$ cat src/rtl/hilo_mdu_controller.sv
// HI/LO multiply sequencer: iterative shift-add MULT/MULTU/MADD/MSUB plus MTHI/MTLO.
// Retires STEP multiplier bits per cycle; the sign is applied once, after the loop.
module hilo_mdu_controller #(
    parameter int unsigned STEP = 1
) (
    input  logic        clk,
    input  logic        rst_n,
    input  logic        start,
    input  logic [2:0]  op,
    input  logic [31:0] a,
    input  logic [31:0] b,
    input  logic        read_hilo,
    output logic        busy,
    output logic        stall,
    output logic        done,
    output logic [63:0] hilo
);

    localparam int unsigned N     = 32 / STEP;
    localparam int unsigned CNT_W = $clog2(N) + 1;
    localparam int unsigned PP_W  = 32 + STEP;

    typedef enum logic [1:0] {
        IDLE = 2'd0,
        MUL  = 2'd1,
        FIX  = 2'd2
    } state_t;

    state_t             state_q, state_d;
    logic [1:0]         op_q, op_d;
    logic               neg_q, neg_d;
    logic [31:0]        mcand_q, mcand_d;
    logic [31:0]        mplier_q, mplier_d;
    logic [63:0]        part_q, part_d;
    logic [CNT_W-1:0]   cnt_q, cnt_d;
    logic [63:0]        hilo_q, hilo_d;
    logic               busy_q, busy_d;
    logic               done_q, done_d;

    logic               accept_c;
    logic               signed_op_c;
    logic [31:0]        a_mag_c, b_mag_c;
    logic [PP_W-1:0]    pp_c;
    logic [5:0]         sh_c;
    logic [63:0]        p_fix_c;

    assign accept_c = (state_q == IDLE) && start && !op[2];

    // State register
    always_ff @(posedge clk or negedge rst_n) begin
        if (!rst_n) begin
            state_q <= IDLE;
        end else begin
            state_q <= state_d;
        end
    end

    // Next-state logic
    always_comb begin
        state_d = state_q;
        case (state_q)
            IDLE:    if (accept_c) state_d = MUL;
            MUL:     if (cnt_q == CNT_W'(N - 1)) state_d = FIX;
            FIX:     state_d = IDLE;
            default: state_d = IDLE;
        endcase
    end

    // Datapath and output next values
    always_comb begin
        op_d     = op_q;
        neg_d    = neg_q;
        mcand_d  = mcand_q;
        mplier_d = mplier_q;
        part_d   = part_q;
        cnt_d    = cnt_q;
        hilo_d   = hilo_q;
        busy_d   = (state_d != IDLE);
        done_d   = 1'b0;

        signed_op_c = (op[1:0] != 2'b01);
        a_mag_c     = (signed_op_c && a[31]) ? 32'(-a) : a;
        b_mag_c     = (signed_op_c && b[31]) ? 32'(-b) : b;
        pp_c        = PP_W'(mcand_q) * PP_W'(mplier_q[STEP-1:0]);
        sh_c        = 6'(32'(cnt_q) * STEP);
        p_fix_c     = neg_q ? 64'(-part_q) : part_q;

        case (state_q)
            IDLE: begin
                if (start) begin
                    if (!op[2]) begin
                        op_d     = op[1:0];
                        mcand_d  = a_mag_c;
                        mplier_d = b_mag_c;
                        neg_d    = signed_op_c && (a[31] ^ b[31]);
                        part_d   = '0;
                        cnt_d    = '0;
                    end else if (op[1:0] == 2'b00) begin
                        hilo_d[63:32] = a;
                    end else if (op[1:0] == 2'b01) begin
                        hilo_d[31:0] = a;
                    end
                end
            end
            MUL: begin
                part_d   = part_q + (64'(pp_c) << sh_c);
                mplier_d = mplier_q >> STEP;
                cnt_d    = cnt_q + CNT_W'(1);
            end
            FIX: begin
                done_d = 1'b1;
                case (op_q)
                    2'b10:   hilo_d = hilo_q + p_fix_c;
                    2'b11:   hilo_d = hilo_q - p_fix_c;
                    default: hilo_d = p_fix_c;
                endcase
            end
            default: ;
        endcase
    end

    // Datapath registers; reset aborts any multiply without committing
    always_ff @(posedge clk or negedge rst_n) begin
        if (!rst_n) begin
            op_q     <= '0;
            neg_q    <= 1'b0;
            mcand_q  <= '0;
            mplier_q <= '0;
            part_q   <= '0;
            cnt_q    <= '0;
            hilo_q   <= '0;
            busy_q   <= 1'b0;
            done_q   <= 1'b0;
        end else begin
            op_q     <= op_d;
            neg_q    <= neg_d;
            mcand_q  <= mcand_d;
            mplier_q <= mplier_d;
            part_q   <= part_d;
            cnt_q    <= cnt_d;
            hilo_q   <= hilo_d;
            busy_q   <= busy_d;
            done_q   <= done_d;
        end
    end

    assign busy  = busy_q;
    assign done  = done_q;
    assign hilo  = hilo_q;
    assign stall = busy_q && (read_hilo || start);

endmodule

$ cat config.mk
export PLATFORM = sky130hd
export DESIGN_NAME = hilo_mdu_controller
export DESIGN_NICKNAME = d
export VERILOG_FILES = /design/src/rtl/hilo_mdu_controller.sv
export SDC_FILE = /design/constraint.sdc
export NUM_CORES = 1
export LEC_CHECK = 0
export CORE_ASPECT_RATIO = 0.8
export CORE_MARGIN = 2
export CORE_UTILIZATION = 35
export DETAILED_ROUTE_END_ITERATION = 7
export DONT_BUFFER_PORTS = 1
export GPL_TIMING_DRIVEN = 0
export PLACE_DENSITY = 0.45
export SLEW_MARGIN = 20
export SYNTH_ARGS = -nofsm -noshare
export SYNTH_HDL_FRONTEND = slang
export SYNTH_SLANG_ARGS = --single-unit
$ cat constraint.sdc
create_clock -name clk -period 7.7 [get_ports clk]
set_clock_uncertainty 0.2 [all_clocks]
set_input_delay 1.155 -clock clk [delete_from_list [all_inputs] [get_ports clk]]
set_output_delay 1.155 -clock clk [all_outputs]
set_load 0.02 [all_outputs]
==> flow_metrics.env, run 1 <==
export IMPL_drt_iter0_markers=2349
export IMPL_synth_simple_area_share_pct=21.1
export IMPL_htreeDepth=1
export IMPL_synth_top_family_by_area="compound AO/OA/AOI/OAI gates"
export IMPL_synth_cells=3028
export IMPL_dieWidth_um=289
export IMPL_synth_compound_area_share_pct=29.0
export IMPL_synth_top_area_share_pct=22.6
export IMPL_synth_commonest_cells="366 x nand2_1, 340 x o21ai_0, 258 x a21oi_1"
export IMPL_numCtsBuffers=28
export IMPL_yosysMostFrequentCell="nand2_1"
export IMPL_maxSlewHeadroom_pct=28.0
export IMPL_gr_usage_all_layers_pct=30.6
export IMPL_slowest_delay_ns=0.52
export IMPL_root_buffer="clkbuf_16"
export IMPL_dp_hpwl_um=83900
export IMPL_cpMostUsedCell="a21oi_1"
export IMPL_crit_type="flip-flop to flip-flop"
export IMPL_die_y_um=232
export IMPL_post_route_min_period_ns=7.41
export IMPL_regToRegSetupSlack_ns=0.29
export IMPL_num_nets_final=3265
export IMPL_post_route_period_util_pct=96.3
export IMPL_synth_edf_count=0
export IMPL_grt_pass1_wl_um=153000
export IMPL_drt_first_pass_iters=5
export IMPL_via_count=24143
export IMPL_setup_viol=0
export IMPL_multi_input_area_um2=16800
export IMPL_cts_sinks=205
export IMPL_fp_row_count=83
export IMPL_worstHoldPathType="input pin to asynchronous set/reset pin"
export IMPL_gp_congestion=1.00
export IMPL_synthArstFlopShare_pct=100
export IMPL_met2_length_um=45200
export IMPL_dieArea_um2=66900
export IMPL_tritoncts="yes"
export IMPL_fill_cells=6762
export IMPL_io_buffer_count=0
export IMPL_max_clock_freq_ghz=0.135
export IMPL_grt_max_degree=206
export IMPL_drive_above_1_share_pct=5.94
export IMPL_critPathLaunchType="flip-flop"
export IMPL_path_max_fanout=8
export IMPL_top_layer_used="met4"
export IMPL_ys_flop_type="dfrtp_1"
export IMPL_ys_seq_area_share_pct=22.6
export IMPL_drt_total_wl_um=104000
export IMPL_dp_cells=3878
export IMPL_dr_wl_met3_um=9240
export IMPL_ys_types=90
export IMPL_yosys_area_top_type="dfrtp_1"
export IMPL_core_um2=64200
export IMPL_io_pins=138
export IMPL_route_layer_met1_wl_um=47800
export IMPL_slew_violations=0
export IMPL_final_cell_count_no_fill=3932
export IMPL_hold_buffers=0
export IMPL_slowest_stage="or4_4"
export IMPL_syn_area_um2=22700
export IMPL_start_util_pct=35.3
export IMPL_hold_violations=0
export IMPL_syn_nets=3232
export IMPL_clkTransAtPathRegs_ns=0.06
export IMPL_maxCapViolCount=0
export IMPL_synth_area_leaders="dfrtp_1 23%, o21ai_0 7.5%, ha_1 7.2%, nand2_1 6.1%, xnor2_1 5.7%"
export IMPL_avgViaCountPerCell=6.14
export IMPL_postRouteAntennaNets=0
export IMPL_ys_ff_latch=205
export IMPL_synthesis_area_per_instance_um2=7.49
export IMPL_antenna_found_initial=5
export IMPL_wire_per_inst_um=26.5
export IMPL_critPathRequiredTime_ns=7.96
export IMPL_muxShareOfSynthArea_pct=4.20
export IMPL_synth_fa_ha_area_share_pct=7.40
export IMPL_seq_area_um2=5130
export IMPL_arrival_ns=7.67
export IMPL_syn_to_final_growth_pct=10.5
export IMPL_gr_total_overflow=0
export IMPL_synth_warnings=0
export IMPL_status="completed"
export IMPL_insertion_delay_ns=0.59
export IMPL_synth_xor_area_share_pct=11.5
export IMPL_route_detailed_drc=0
export IMPL_cts_buffer_depth=3
export IMPL_grt_pass1_vias=23135
export IMPL_endpoint_kind="flip-flop"
export IMPL_worst_slew_pin_slew_ns=1.08
-- final cells by class --
| class | count | area share (%) |
|---|---|---|
| Timing Repair Buffer | 13 | 0.390 |
| Multi-Input combinational cell | 2572 | 67.2 |
| Clock inverter | 12 | 0.669 |
| Clock buffer | 37 | 3.22 |
| Inverter | 56 | 0.839 |
| Sequential cell | 205 | 20.5 |
| Antenna cell | 2 | 0.0200 |
| Buffer | 185 | 2.90 |
| Tap cell | 850 | 4.25 |
-- logic make-up (layout without fill, tap and decap cells) --
group,Yosys count,in the layout
compound gates,1063,1063
simple gates,1009,1009
other cells,0,2
fa+ha+maj,133,133
xor+xnor,294,294
flops,205,205
mux,73,73
buf+inv,251,303
-- per-layer routing --
| metal | track usage (%) | vias to the layer above |
|---|---|---|
| met5 | 0 | - |
| met4 | 5.67 | 0 |
| met3 | 7.12 | 121 |
| met2 | 47.0 | 1002 |
| met1 | 43.6 | 11893 |
| li1 | - | 11127 |
-- flip-flops by register name (all words and copies together) (netlist names), 2 cells and up --
| signal | count |
|---|---|
| state_q | 2 |
| mcand_q | 32 |
| hilo | 64 |
| cnt_q | 6 |
| op_q | 2 |
| mplier_q | 32 |
| part_q | 64 |
-- path summary, 6_finish.rpt --
path                       depth (start not counted)           end         start
max in group asynchronous                          0   mcand_q[23]         rst_n
min reg2reg                                        2  mplier_q[19]  mplier_q[20]
max                                               26      hilo[61]     part_q[0]
min                                                0      hilo[44]         rst_n
min in group clk                                   2  mplier_q[19]  mplier_q[20]
max reg2reg                                       26      hilo[61]     part_q[0]
-- cells in the final DEF, fill, tap and decap left out, types with 23 or more instances in the layout --
cell / Yosys / final
a211oi_1: 31 / 31
a21o_1: 97 / 97
a21oi_1: 258 / 256
a31oi_1: 49 / 48
and2_1: 23 / 23
and3_1: 31 / 31
clkbuf_1: 174 / 159
clkbuf_16: 0 / 29
dfrtp_1: 205 / 204
ha_1: 131 / 129
inv_1: 55 / 55
mux2i_1: 40 / 40
nand2_1: 366 / 365
nand2b_1: 31 / 31
nand3_1: 82 / 80
nand4_1: 31 / 31
nor2_1: 248 / 247
nor2b_1: 24 / 24
nor3_1: 44 / 41
o211ai_1: 29 / 29
o21ai_0: 340 / 330
o21bai_1: 31 / 30
o22ai_1: 30 / 30
o31ai_1: 58 / 56
or3_1: 35 / 35
xnor2_1: 148 / 147
xor2_1: 143 / 140
-- repair_timing --
action / in CTS / in global routing
resized for setup: 19 / 50
gates cloned: 0 / 0
endpoints found under the setup margin: 43 / 26
hold endpoints to repair: 0 / 0
setup buffers: 2 / 11
pin swaps: 2 / 8
-- worst max-delay path: cells and delay by family, from the launching register on --
family,cells,cell delay [ns]
and+or+nand+nor,9,2.99
adders and majority gates,2,0.73
xor gates and xnor gates,2,0.51
AOI/OAI and AO/OA,9,1.66
muxes,1,0.14
DFF,1,0.48
buffers and inverters,3,0.54
-- through the flow --
stage | util (%) | hold WS, ns | instance area [um2] | setup slack [ns] | TNS, ns
finish | 39.0 | 0.0582 | 25100 | 0.286 | 0
global route | 39.0 | 0.0426 | 25100 | -0.0385 | -0.0672
CTS | 38.6 | 0.0375 | 24800 | -0.0728 | -0.0728
detailed placement | 37.0 | 0.269 | 23700 | -1.12 | -15.49
global placement | 37.0 | 0.266 | 23700 | -1.22 | -15.93
floorplan | - | 0.250 | 22700 | 1.23 | 0
Power of run 1 is not shown: default switching activity piles up to over one toggle a cycle in this logic, so the estimate is an artifact.
==> inputs of run 2 (changes only) <==
Settings changed: CORE_UTILIZATION 35 to 32, PLACE_DENSITY 0.45 to 0.42.
==> run 2 against run 1 <==
Compared with the run above:
- via count shrank 0.37%
- global-route usage shrank 2.0 points
- routed wire length rose by 3.4%
- die area rose by 9.2%
- critical path depth did not move
- utilization down 3.1 points
- cell count is 2.4% higher
- setup slack gained 0.064 ns
- worst hold slack worse by 0.017 ns
- largest cell class unchanged
==> flow_metrics.env, run 2 (same netlist as run 1, synthesis figures left out) <==
export IMPL_status="completed"
export IMPL_worstRegToRegCells=26
export IMPL_numCtsBuffers=29
export IMPL_num_nets_final=3275
export IMPL_slowest_delay_ns=0.59
export IMPL_dieWidth_um=302
export IMPL_hold_violations=0
export IMPL_arrival_ns=7.63
export IMPL_syn_to_final_growth_pct=11.4
export IMPL_gr_usage_all_layers_pct=28.6
export IMPL_gr_total_overflow=0
export IMPL_root_buffer="clkbuf_16"
export IMPL_gp_congestion=0.988
export IMPL_maxCapViolCount=0
export IMPL_worst_slew_pin_slew_ns=1.10
export IMPL_maxSlewHeadroom_pct=26.4
export IMPL_setup_tns_ns=0
export IMPL_wire_per_inst_um=26.8
export IMPL_insertion_delay_ns=0.61
export IMPL_cts_buffer_depth=3
export IMPL_drive_above_1_share_pct=6.11
export IMPL_slowest_stage="or4_4"
export IMPL_crit_type="flip-flop to flip-flop"
export IMPL_critPathLaunchType="flip-flop"
export IMPL_preCtsSetupSlack_ns=-1.23
export IMPL_setup_viol=0
export IMPL_path_max_fanout=8
export IMPL_post_route_period_util_pct=95.5
export IMPL_dp_hpwl_um=87500
export IMPL_final_cell_mix="365 x nand2_1, 332 x o21ai_0, 255 x a21oi_1"
export IMPL_via_count=24054
export IMPL_post_route_min_period_ns=7.35
export IMPL_layout_commonest_cell="nand2_1"
export IMPL_slew_violations=0
export IMPL_fp_row_count=87
export IMPL_cts_sinks=205
export IMPL_start_util_pct=32.2
export IMPL_avgViaCountPerCell=5.97
export IMPL_postRouteAntennaNets=0
export IMPL_max_clock_freq_ghz=0.136
export IMPL_io_pins=138
export IMPL_htreeDepth=1
export IMPL_grt_max_degree=206
export IMPL_worstHoldPathType="input pin to asynchronous set/reset pin"
export IMPL_tritoncts="yes"
export IMPL_grt_pass1_vias=22983
export IMPL_io_buffer_count=0
export IMPL_critPathRequiredTime_ns=7.98
export IMPL_route_detailed_drc=0
export IMPL_clkTransAtPathRegs_ns=0.06
export IMPL_timing_rr_end="hilo[61]"
export IMPL_endpoint_kind="flip-flop"
export IMPL_dieArea_um2=73000
export IMPL_final_setup_worst_slack_ns=0.349
export IMPL_antenna_found_initial=16
export IMPL_dp_cells=3962
export IMPL_final_cell_count_no_fill=4028
export IMPL_drt_iter0_markers=2325
export IMPL_drt_first_pass_iters=5
export IMPL_drt_total_wl_um=108000
export IMPL_rr_startpoint="part_q[1]"
export IMPL_grt_pass1_wl_um=155000
export IMPL_die_y_um=242
export IMPL_regToRegSetupSlack_ns=0.35
export IMPL_core_um2=70300
run 2: through the flow:
stage	util [%]	hold WS, ns	area, um2
3_5_place_dp	33.9	0.269	23800
3_3_place_gp	33.9	0.263	23800
5_1_grt	35.9	0.0281	25300
6_report	35.9	0.0414	25300
2_1_floorplan	-	0.250	22700
4_1_cts	35.5	0.0242	24900
run 2: routing by layer:
layer	up-vias	share of wire [%]	GRT usage, %
met4	10	2.7	7.18
met2	912	42	42.7
met1	11827	45	40.1
met5	-	0.067	0
li1	11157	-	-
met3	148	9.5	8.26
run 2: how the worst max path moves through the flow:
stage,start,to,slack (ns),cells past startpoint
floorplan,part_q[0],hilo[57],1.23,25
global placement,neg_q,hilo[60],-1.31,23
detailed placement,neg_q,hilo[60],-1.23,23
CTS,part_q[0],hilo[63],-0.004,28
global route,part_q[1],hilo[57],-0.04,28
finish,part_q[1],hilo[61],0.35,26
run 2: cell type report:
class,instances,area [um2]
antenna,2,5.00
buffer,190,748
multi-input combinational,2572,16900
tap,934,1170
inverter,56,210
sequential,205,5130
timing repair buffer,17,140
fill,7579,45100
clock buffer,43,838
clock inverter,9,149
run 2: timing repair:
item | 4_1_cts | 5_1_grt
buffers inserted | 2 | 15
pin swaps | 2 | 11
resized for setup | 26 | 52
hold buffers | 0 | 0
cloned | 0 | 0
setup endpoints to repair | 49 | 29
run 2: critical path, delay by kind of cell (launching register included):
family / cells / cell delay, ns
AO/OA/AOI/OAI: 12 / 2.69
AND/OR/NAND/NOR: 7 / 2.33
adder cells (fa/ha/maj): 2 / 0.64
buffers and inverters: 3 / 0.56
flip-flops: 1 / 0.48
XOR/XNOR: 1 / 0.19
multiplexers: 1 / 0.13
Power of run 2 is left out for the same reason.
